$ cat src/rtl/encoder_pkg.sv
// Shared constants for the priority-encoder family.
// Mode encodings are fixed so all encoder blocks agree on the meaning of the mode pin.
package encoder_pkg;

  localparam logic MODE_HIGH_FIRST = 1'b0;
  localparam logic MODE_LOW_FIRST  = 1'b1;

endpackage

$ cat src/rtl/prio_pick.sv
// Combinational priority pick: highest or lowest set bit of vec, selected by mode.
// Zero latency, no flow control; idx is 0 and found is 0 when vec is empty.
module prio_pick
  import encoder_pkg::*;
#(
  parameter int OUT_W = 3
) (
  input  logic [2**OUT_W-1:0] vec,
  input  logic                mode,
  output logic [OUT_W-1:0]    idx,
  output logic                found
);

  localparam int N = 2**OUT_W;

  // Scan order decides the winner: the last set bit visited overwrites earlier ones.
  always_comb begin
    idx   = '0;
    found = |vec;
    if (mode == MODE_LOW_FIRST) begin
      for (int i = N - 1; i >= 0; i--) begin
        if (vec[i]) idx = OUT_W'(i);
      end
    end else begin
      for (int i = 0; i < N; i++) begin
        if (vec[i]) idx = OUT_W'(i);
      end
    end
  end

endmodule

$ cat src/rtl/prio_encoder_q.sv
// Queued priority encoder: accumulates request lines, grants one index per load into a valid/ready output register.
// One cycle req->pending, one more pending->out_valid; output holds stable while out_valid & !out_ready.
module prio_encoder_q
  import encoder_pkg::*;
#(
  parameter  int OUT_W = 3,
  localparam int N     = 2**OUT_W
) (
  input  logic             clk,
  input  logic             rst,
  input  logic             en,
  input  logic [N-1:0]     req,
  input  logic             mode,
  input  logic             out_ready,
  output logic             out_valid,
  output logic [OUT_W-1:0] out_idx,
  output logic [N-1:0]     pending,
  output logic             any
);

  logic [OUT_W-1:0] pick_idx;
  logic             pick_found;
  logic             load;
  logic [N-1:0]     clr;
  logic [N-1:0]     pending_nxt;

  prio_pick #(
    .OUT_W (OUT_W)
  ) u_pick (
    .vec   (pending),
    .mode  (mode),
    .idx   (pick_idx),
    .found (pick_found)
  );

  assign any  = |pending;
  assign load = (!out_valid || out_ready) && pick_found;

  // A new request on the granted line re-arms it, so set wins over clear.
  always_comb begin
    clr = '0;
    if (load) clr[pick_idx] = 1'b1;
    pending_nxt = (pending & ~clr) | ({N{en}} & req);
  end

  always_ff @(posedge clk or posedge rst) begin
    if (rst) begin
      pending   <= '0;
      out_valid <= 1'b0;
      out_idx   <= '0;
    end else begin
      pending <= pending_nxt;
      if (load) begin
        out_valid <= 1'b1;
        out_idx   <= pick_idx;
      end else if (out_ready) begin
        out_valid <= 1'b0;
      end
    end
  end

endmodule

$ cat config.mk
export PLATFORM = sky130hd
export DESIGN_NAME = prio_encoder_q
export DESIGN_NICKNAME = d
export VERILOG_FILES = /design/src/rtl/encoder_pkg.sv /design/src/rtl/prio_pick.sv /design/src/rtl/prio_encoder_q.sv
export SDC_FILE = /design/constraint.sdc
export NUM_CORES = 1
export LEC_CHECK = 0
export CAP_MARGIN = 10
export CORE_MARGIN = 10
export CORE_UTILIZATION = 44
export CTS_BUF_LIST = sky130_fd_sc_hd__clkbuf_4
export DETAILED_ROUTE_END_ITERATION = 10
export GPL_TIMING_DRIVEN = 1
export HOLD_SLACK_MARGIN = 0.12
export PLACE_DENSITY = 0.8
export RECOVER_POWER = 50
export SYNTH_ARGS = -nofsm -noshare
export SYNTH_HDL_FRONTEND = slang
export SYNTH_HIERARCHICAL = 1
export SYNTH_SLANG_ARGS = --single-unit
$ cat constraint.sdc
create_clock -name clk -period 2.1 [get_ports clk]
set_input_delay 0.315 -clock clk [delete_from_list [all_inputs] [get_ports clk]]
set_output_delay 0.315 -clock clk [all_outputs]
set_load 0.05 [all_outputs]
; After elaboration in Yosys (flattened, before gate mapping)
; Cells that the tools add are included.
[totals]
register_bits = 12
[classes]
order_cmp = 2
mux = 21
bitwise_logic = 4
n_reduce_logical = 6
[ops]
columns = cell, n
row1 = 3-bit two-way mux, 13
row2 = 8-bit bitwise AND, 2
row3 = 8-bit two-way mux, 1
row4 = 8-bit NOT, 1
row5 = 8-bit OR, 1
row6 = 8-bit OR reduction, 1
row7 = 3-bit by 4-bit less-than comparator with 1-bit output (second input constant), 1
row8 = 1-bit two-way mux, 4
row9 = 2-bit two-way mux, 2
row10 = 1-bit demux with 3-bit select, 1
row11 = 3-bit by 1-bit >= comparator with 1-bit output (second input constant), 1
row12 = 1-bit logical AND, 2
row13 = 2-bit nonzero test, 1
row14 = 1-bit zero test, 1
row15 = 1-bit logical OR, 1

; Depth between registers and ports, before layout
; Gate-level depths: netlist of run 1.
[depth]
depth_word = 17
ltp_mapped = 6
ltp_nobuf = 6

; By module
; The synthesis of run 1 kept the hierarchy.
[by_module_without_submodules]
columns = mod, instances, cells_per_inst, area_each_um2, seq_area_each_um2
row1 = prio_encoder_q, 1, 43, 551.8, 300.3
row2 = prio_pick, 1, 21, 123.9, 0.0

; Worst setup path before layout of run 1
; OpenSTA, ideal clock, no wires.
[synth_timing]
kind = register -> register
start = register pending[6]
end = register pending[6]
setup_ns = 0.126
arrival_ns = 1.763
required_time_ns = 1.974
path_slack_ns = 0.211
path_stages_with_launch = 7
n_path_buf = 0
path_cell_list = dfrtp_1 -> clkinv_1 -> a21oi_1 -> o31a_1 -> o22ai_2 -> nand3b_2 -> a221o_1
[synth_via]
elab_chain_cells = 16
word_cells_on_any_way = 21
[synth_lines]
columns = item, line_no
row1 = from (decl), prio_encoder_q.sv:17  ; output logic [N-1:0] pending,
row2 = from (signal assigned), prio_encoder_q.sv:52  ; pending <= pending_nxt;
row3 = 3-bit two-way mux (7 in a row), prio_pick.sv:22  ; if (vec[i]) idx = OUT_W'(i);
row4 = 3-bit two-way mux (*), prio_pick.sv:20  ; if (mode == MODE_LOW_FIRST) begin
row5 = named net pick_idx[0], prio_encoder_q.sv:21  ; logic [OUT_W-1:0] pick_idx;
row6 = 3-bit by 4-bit less-than comparator with 1-bit output (not written as such) or 3-bit by 1-bit >= comparator with 1-bit output (tied branches), prio_encoder_q.sv:42  ; if (load) clr[pick_idx] = 1'b1;
row7 = 1-bit logical AND (not written as such), prio_encoder_q.sv:42
row8 = 1-bit two-way mux (not written as such), prio_encoder_q.sv:42
row9 = 1-bit demux with 3-bit select (*), prio_encoder_q.sv:42
row10 = 8-bit two-way mux (*), prio_encoder_q.sv:42
row11 = 8-bit NOT (*), prio_encoder_q.sv:43  ; pending_nxt = (pending & ~clr) | ({N{en}} & req);
row12 = 8-bit bitwise AND (*), prio_encoder_q.sv:43
row13 = 8-bit OR (*), prio_encoder_q.sv:43
row14 = named net pending_nxt[6], prio_encoder_q.sv:25  ; logic [N-1:0] pending_nxt;
; Mark *: on every way through the listed nets, which the timed path passes. The rest lies on a longest branch.
; A chain may end at the register's enable or synchronous reset.

; Final worst setup path of run 1
[layout_timing]
start = register pending[1]
end = output pending[1]
; No word-level cell between the ends.

==> reports/results.tsv, run 1 <==
stage	metric	value	unit
synthesis	synth_compound_area_share	33.33	%
setup_path	end_kind	output port	
synthesis	synthMuxAreaShare	3.333	%
placed_design	dpl.cell_count	109	
sta	fin_crit	2.040	ns
synthesis	syn_inst	64	
synthesis	ys_seq_elements	12	
detailed_routing	ant_nets	0	
sta	hold_ws	0.4756	ns
synthesis	ys.warnings.count	6	
cells_and_area	area_growth	47.96	%
synthesis	yosys.area_share.simple	16.67	%
setup_path	cp.required	1.78	ns
setup_path	path_max_fanout	5	
synthesis	yosysSeqAreaShare	44.44	%
run	maxCapViolCount	0	
run_status	outcome	complete, no violations	
die	ios	26	
sta	fin_crit_sh	97.16	%
power_and_ir_drop	pwr_density_cell	586.3	mW/mm²
power_and_ir_drop	p_total	0.5861	mW
synthesis	yosysUniqueCellTypes	28	
placed_design	place.gp.congestion	0.8412	
sta	timing.slew.headroom	65.90	%
clocking	clock_latency	0.29	ns
global_routing	antenna_found_initial	0	
cells_and_area	drive_above_1_share	14.43	%
power_and_ir_drop	p_leak	0.3937	nW
clocking	clk_pin_slew	0.08	ns
cells_and_area	n_antenna_cell	0	
sta	finalHoldViolCount	0	
synthesis	syn_area	675.6	µm²
setup_path	critPathArrivalTime	1.73	ns
detailed_routing	dr.pass1.iters	4	
power_and_ir_drop	ir_drop	0.0003034	V
detailed_routing	drc_errors	0	
sta	worst_pin_slew	0.5099	ns
synthesis	synth-xor-area-share	0	%
cells_and_area	fin_nets	111	
global_routing	grt_overflow_total	0	
clocking	cts_resized	1	
detailed_routing	vias_per_cell	5.796	
sta	setup_violations	0	
detailed_routing	drt-initial-drc-count	14	
clocking	clock-sinks	12	
cells_and_area	layout.cells.non_filler	113	
synthesis	syn_nets	77	
sta	slew_violations	0	
synthesis	synth_top_family_by_area	compound AO/OA/AOI/OAI gates	
detailed_routing	wl	2.040	mm
setup_path	worstSetupStartpointType	flop	
die	start_util	45.92	%
die	rows	14	
sta	setup_tns	0	ns
clocking	holdBufCountCts	0	
cells_and_area	final_common_cell	clkdlybuf4s50_1	
global_routing	grt_max_degree	13	
clocking	cts_max_level	1	
clocking	cts-root-buf	clkbuf_4	
detailed_routing	routed-via-count	655	
detailed_routing	avgRoutedWirePerCell	18.05	µm
placed_design	io_buffers	25	
sta	finClkSkew	0.002835	ns
clocking	cts_tree	done	
clocking	cts_buffers	3	
synthesis	synth.avg_cell_area	10.56	µm²
placed_design	hpwl	1.583	mm
global_routing	track_usage	11.77	%
cells_and_area	layout_common_cells	clkdlybuf4s50_1, dfrtp_1, buf_4	
setup_path	crit_type	flop to output port	
clocking	cts_buffer_depth	2	
clocking	cts_setup_buffers	0	
global_routing	first_global_vias	619	
die	core_area	0.001471	mm²
hold_path	hp-class	input pin to async pin	
sta	rsz0062_at_grt	false	
global_routing	grt_pass1_wl	3.153	mm
die	die_y	59.19	µm
synthesis	synthAdderAreaFrac	0	%
sta	max_clock_freq	490.1	MHz
die	die_x	59.19	µm
die	dieArea	0.003503	mm²
[synth_stat cells]
library cell | number | share of area [%]
a221o_1 | 4 | 5.9
o22ai_2 | 1 | 1.9
nand3b_2 | 1 | 1.7
a21oi_2 | 1 | 1.3
a22o_1 | 4 | 5.2
nand3_1 | 1 | 0.74
nand2b_1 | 4 | 3.7
nand3_2 | 1 | 1.5
o22ai_1 | 1 | 0.93
o31ai_1 | 1 | 1.1
nand2_1 | 2 | 1.1
a21o_1 | 4 | 4.4
inv_2 | 1 | 0.56
a21boi_0 | 2 | 2.2
mux2_1 | 2 | 3.3
inv_1 | 1 | 0.56
o21a_1 | 2 | 2.2
clkinv_1 | 1 | 0.56
a21oi_1 | 4 | 3.0
clkbuf_1 | 1 | 0.56
nor4_1 | 3 | 2.8
nand2_2 | 1 | 0.93
a21bo_1 | 1 | 1.5
o31a_1 | 2 | 2.6
dfrtp_1 | 12 | 44
nand2b_4 | 1 | 2.0
a22oi_1 | 1 | 1.1
nor2_1 | 4 | 2.2
[worst paths after layout]
check	depth (start not counted)	slack, ns	to	startpoint
setup / recovery	2	0.06	pending[1]	pending[1]
hold / removal	2	0.48	out_valid	rst
setup reg to reg	7	0.30	pending[4]	pending[3]
hold reg to reg	1	0.48	out_idx[0]	out_idx[0]
max in group asynchronous	2	1.31	pending[4]	rst
min in group clk	1	0.48	out_idx[0]	out_idx[0]
[layer usage]
metal | wire length, µm | GRT usage (%) | vias to the layer above | part of all wire [%]
li1 | - | - | 317 | -
met1 | 822 | 13.30 | 298 | 40
met2 | 994 | 18.87 | 35 | 49
met4 | 38 | 6.230 | 0 | 1.9
met3 | 185 | 4.077 | 5 | 9.1
met5 | 0 | 0 | - | 0
[power breakdown]
group          total [mW]  switching (mW)  internal (mW)
Clock               0.162          0.0926         0.0693
Sequential          0.258          0.0136          0.244
Combinational       0.167          0.0946         0.0720
Total               0.586           0.201          0.385
[stage by stage]
step / utilization, % / cell area (µm²) / worst slack [ns]
after CTS: 68.28 / 1005 / 0.06941
after detailed placement: 66.58 / 979.7 / 0.2032
after global routing: 67.94 / 999.7 / 0.01419
after floorplan: - / 675.6 / 0.2105
final: 67.94 / 999.7 / 0.05959
after global placement: 66.58 / 979.7 / 0.2604
[cells by family after synthesis]
logic type / after synthesis
compound gates: 28
simple gates: 18
mux: 2
flops: 12
buf+inv: 4
[area by class of cell]
class                   count  area, µm²
clock buffers               3      22.52
clock inverters             1      3.754
fillers                   128      471.7
inverters                   3      11.26
multi-input cells          48      355.3
flip-flops and latches     12      300.3
well taps                  16      20.02
repair buffers             30      286.5
[worst max-delay path, stage by stage (launching register included)]
cell,delay [ns]
dfrtp_1,0.47
buf_4,0.17
clkdlybuf4s50_1,0.80
[state kept, by name, summed over array words and instances, names as in the netlist]
signal	cells
out_idx	3
out_valid	1
pending	8
No activity file was read; power rests on OpenSTA's default activity.
==> run 2, diff against run 1 <==
--- a/config.mk
+++ b/config.mk
@@ -7,12 +7,12 @@
 export LEC_CHECK = 0
 export CAP_MARGIN = 10
 export CORE_MARGIN = 10
-export CORE_UTILIZATION = 44
+export CORE_UTILIZATION = 45
 export CTS_BUF_LIST = sky130_fd_sc_hd__clkbuf_4
 export DETAILED_ROUTE_END_ITERATION = 10
 export GPL_TIMING_DRIVEN = 1
 export HOLD_SLACK_MARGIN = 0.12
-export PLACE_DENSITY = 0.8
+export PLACE_DENSITY = 0.82
 export RECOVER_POWER = 50
 export SYNTH_ARGS = -nofsm -noshare
 export SYNTH_HDL_FRONTEND = slang
==> constraint.sdc (replaced) <==
create_clock -name clk -period 2.6 [get_ports clk]
set_input_delay 0.39 -clock clk [delete_from_list [all_inputs] [get_ports clk]]
set_output_delay 0.39 -clock clk [all_outputs]
set_load 0.05 [all_outputs]
==> run 2 against run 1 <==
Critical path depth up 1. Combinational power down 26%. Clock-buffer cell count unchanged. Global-route usage down 0.75 points. Sequential cell count unchanged. Clock power down 30%. Core utilization up 2.7 points. Register-to-register slack better by 0.48 ns. Design area down 4.6%. Sequential share of layout area up 1.5 points. Wire length down 9.6%. Total power down 23%.
==> reports/results.tsv, run 2 (same netlist as run 1, synthesis figures left out) <==
stage	metric	value	unit	change
detailed_routing	ant_nets	0		unchanged
die	start_util	50.05	%	+4.1 points
global_routing	grt_max_degree	13		unchanged
die	die_x	58.75	µm	-0.73%
cells_and_area	layout.cells.non_filler	107		-5.3%
cells_and_area	top_regs	pending: 8 flops, out_idx: 3 flops, out_valid: 1 flops		
power_and_ir_drop	switchingPower	0.1449	mW	-28%
detailed_routing	met1_length	778	µm	-5.4%
sta	rsz0062_at_grt	false		
power_and_ir_drop	p_leak	0.3730	nW	-5.2%
cells_and_area	multiInputGateArea	346.6	µm²	-2.5%
setup_path	cp.required	2.21	ns	+0.43 ns
sta	timing.slew.headroom	64.84	%	-1.1 points
sta	setup_tns	0	ns	unchanged
placed_design	io_buffers	25		unchanged
sta	worst_pin_slew	0.5274	ns	+0.01751 ns
detailed_routing	dr_wl_met3	192	µm	+3.8%
cells_and_area	n_antenna_cell	0		unchanged
cells_and_area	drive_above_1_share	6.522	%	-7.9 points
global_routing	antenna_found_initial	0		unchanged
global_routing	grt_overflow_total	0		unchanged
detailed_routing	top_layer	met3		
sta	max_clock_freq	443.9	MHz	
placed_design	placed_cell_area	940.9	µm²	-4.0%
clocking	clk_pin_slew	0.07	ns	about the same
setup_path	path_max_fanout	9		+4
sta	finalHoldViolCount	0		unchanged
placed_design	place.gp.congestion	0.8442		+0.36%
run_status	outcome	complete, no violations		
clocking	cts_setup_buffers	0		unchanged
detailed_routing	drt-initial-drc-count	15		+1
clocking	cts-root-buf	clkbuf_4		
clocking	clock-sinks	12		unchanged
setup_path	reg2reg_slack	0.78	ns	+0.48 ns
run	maxCapViolCount	0		unchanged
cells_and_area	regArea	300.3	µm²	unchanged
clocking	holdBufCountCts	0		unchanged
global_routing	first_global_vias	660		+6.6%
cells_and_area	fin_area	953.4	µm²	-4.6%
clocking	cts_max_level	1		unchanged
power_and_ir_drop	p_clk_share	25.4	%	-2.2 points
detailed_routing	routed-via-count	633		-3.4%
placed_design	dpl.cell_count	103		-5.5%
setup_path	crit_type	flop to output port		
cells_and_area	fill_cells	109		-15%
cells_and_area	largest_register_ffs	8		unchanged
power_and_ir_drop	swShare	32.12	%	-2.1 points
detailed_routing	drc_errors	0		unchanged
global_routing	track_usage	11.02	%	-0.75 points
clocking	clock_latency	0.26	ns	-0.03 ns
detailed_routing	vias_per_cell	5.916		+2.1%
clocking	cts_buffers	3		unchanged
die	die_y	58.75	µm	-0.73%
clocking	cts_buffer_depth	2		unchanged
setup_path	critPathArrivalTime	1.86	ns	+0.13 ns
sta	setup_violations	0		unchanged
setup_path	worstSetupStartpointType	flop		
cells_and_area	fin_nets	106		-4.5%
setup_path	cp_cell_sequence	nor4_1 > nand2_1 > clkdlybuf4s50_1		
power_and_ir_drop	ir_drop	0.0002605	V	-14%
die	core_area	0.001350	mm²	-8.2%
clocking	cts_resized	0		-1
sta	fin_crit	2.253	ns	
cells_and_area	final_common_cell	clkdlybuf4s50_1		
setup_path	slowest_delay	0.71	ns	-0.09 ns
detailed_routing	dr.pass1.iters	4		unchanged
hold_path	hp-class	flop to flop		
cells_and_area	layout_common_cells	clkdlybuf4s50_1, dfrtp_1		
global_routing	grt_pass1_wl	3.118	mm	-1.1%
cells_and_area	area_growth	41.11	%	
die	rows	13		-1
die	dieArea	0.003452	mm²	-1.5%
setup_path	end_kind	output port		
placed_design	hpwl	1.420	mm	-10%
detailed_routing	wl	1.844	mm	-9.6%
detailed_routing	avgRoutedWirePerCell	17.23	µm	-4.5%
cells_and_area	largest_register	pending		
power_and_ir_drop	p_int	0.3062	mW	-21%
detailed_routing	routed-wl-met2	873	µm	-12%
die	ios	26		unchanged
sta	fin_crit_sh	86.64	%	
power_and_ir_drop	p_seq_share	47.3	%	+3.3 points
setup_path	crit_slowest_cell	clkdlybuf4s50_1		
power_and_ir_drop	pwr_density_cell	473.2	mW/mm²	-19%
sta	finClkSkew	0.004729	ns	+0.001894 ns
clocking	cts_tree	done		
sta	slew_violations	0		unchanged
power_and_ir_drop	p_comb_share	27.3	%	-1.1 points
-- run 2: changes by cell type in the layout (fill, tap and decap cells not counted), sizes merged --
| cell | before | now |
|---|---|---|
| buf | 5 | 0 |
| clkdlybuf4s50 | 21 | 24 |
| dlygate4sd2 | 1 | 0 |
| dlygate4sd3 | 3 | 1 |
-- run 2: worst max-delay path: cells and delay by family, from the launching register on --
kind / cells / cell delay [ns]
AND/OR/NAND/NOR: 2 / 0.40
flip-flops: 1 / 0.49
buffers and inverters: 1 / 0.71
-- run 2: power by group through the flow --
stage                     registers [mW]  clock network (mW)  logic [mW]
after global placement             0.217                   0       0.125
after global routing               0.216               0.128       0.131
after CTS                          0.213               0.120       0.127
after detailed placement           0.217                   0       0.126
final                              0.214               0.114       0.123
after floorplan                    0.251                   0      0.0388
-- run 2: per-layer routing --
| layer | vias to the layer above | global-route usage, % |
|---|---|---|
| li1 | 305 | - |
| met3 | 0 | 3.863 |
| met4 | 0 | 2.951 |
| met1 | 291 | 11.81 |
| met2 | 37 | 19.82 |
| met5 | - | 0 |
-- run 2: final timing paths --
kind | start | to | cells past startpoint
max | pending[2] | any | 3
max reg2reg | pending[1] | pending[2] | 6
min | out_idx[0] | out_idx[0] | 1
min in group asynchronous | rst | pending[0] | 2
max in group asynchronous | rst | pending[3] | 2
min reg2reg | out_idx[0] | out_idx[0] | 1
-- run 2: cell type report --
cell class | count | area share [%]
clock buffers | 3 | 2.362
clock inverters | 1 | 0.3937
inverters | 3 | 1.181
multi-input cells | 48 | 36.35
flip-flops and latches | 12 | 31.50
well taps | 15 | 1.969
repair buffers | 25 | 26.25
-- run 2: metrics by stage --
step	total power [mW]	setup slack (ns)	hold slack, ns	utilization (%)
floorplan	0.2902	0.7105	0.2547	-
global placement	0.3419	0.5389	0.4683	69.69
detailed placement	0.3435	0.4668	0.4814	69.69
CTS	0.4604	0.3138	0.4377	71.64
global route	0.4744	0.2402	0.5181	70.62
finish	0.4511	0.3474	0.4981	70.62
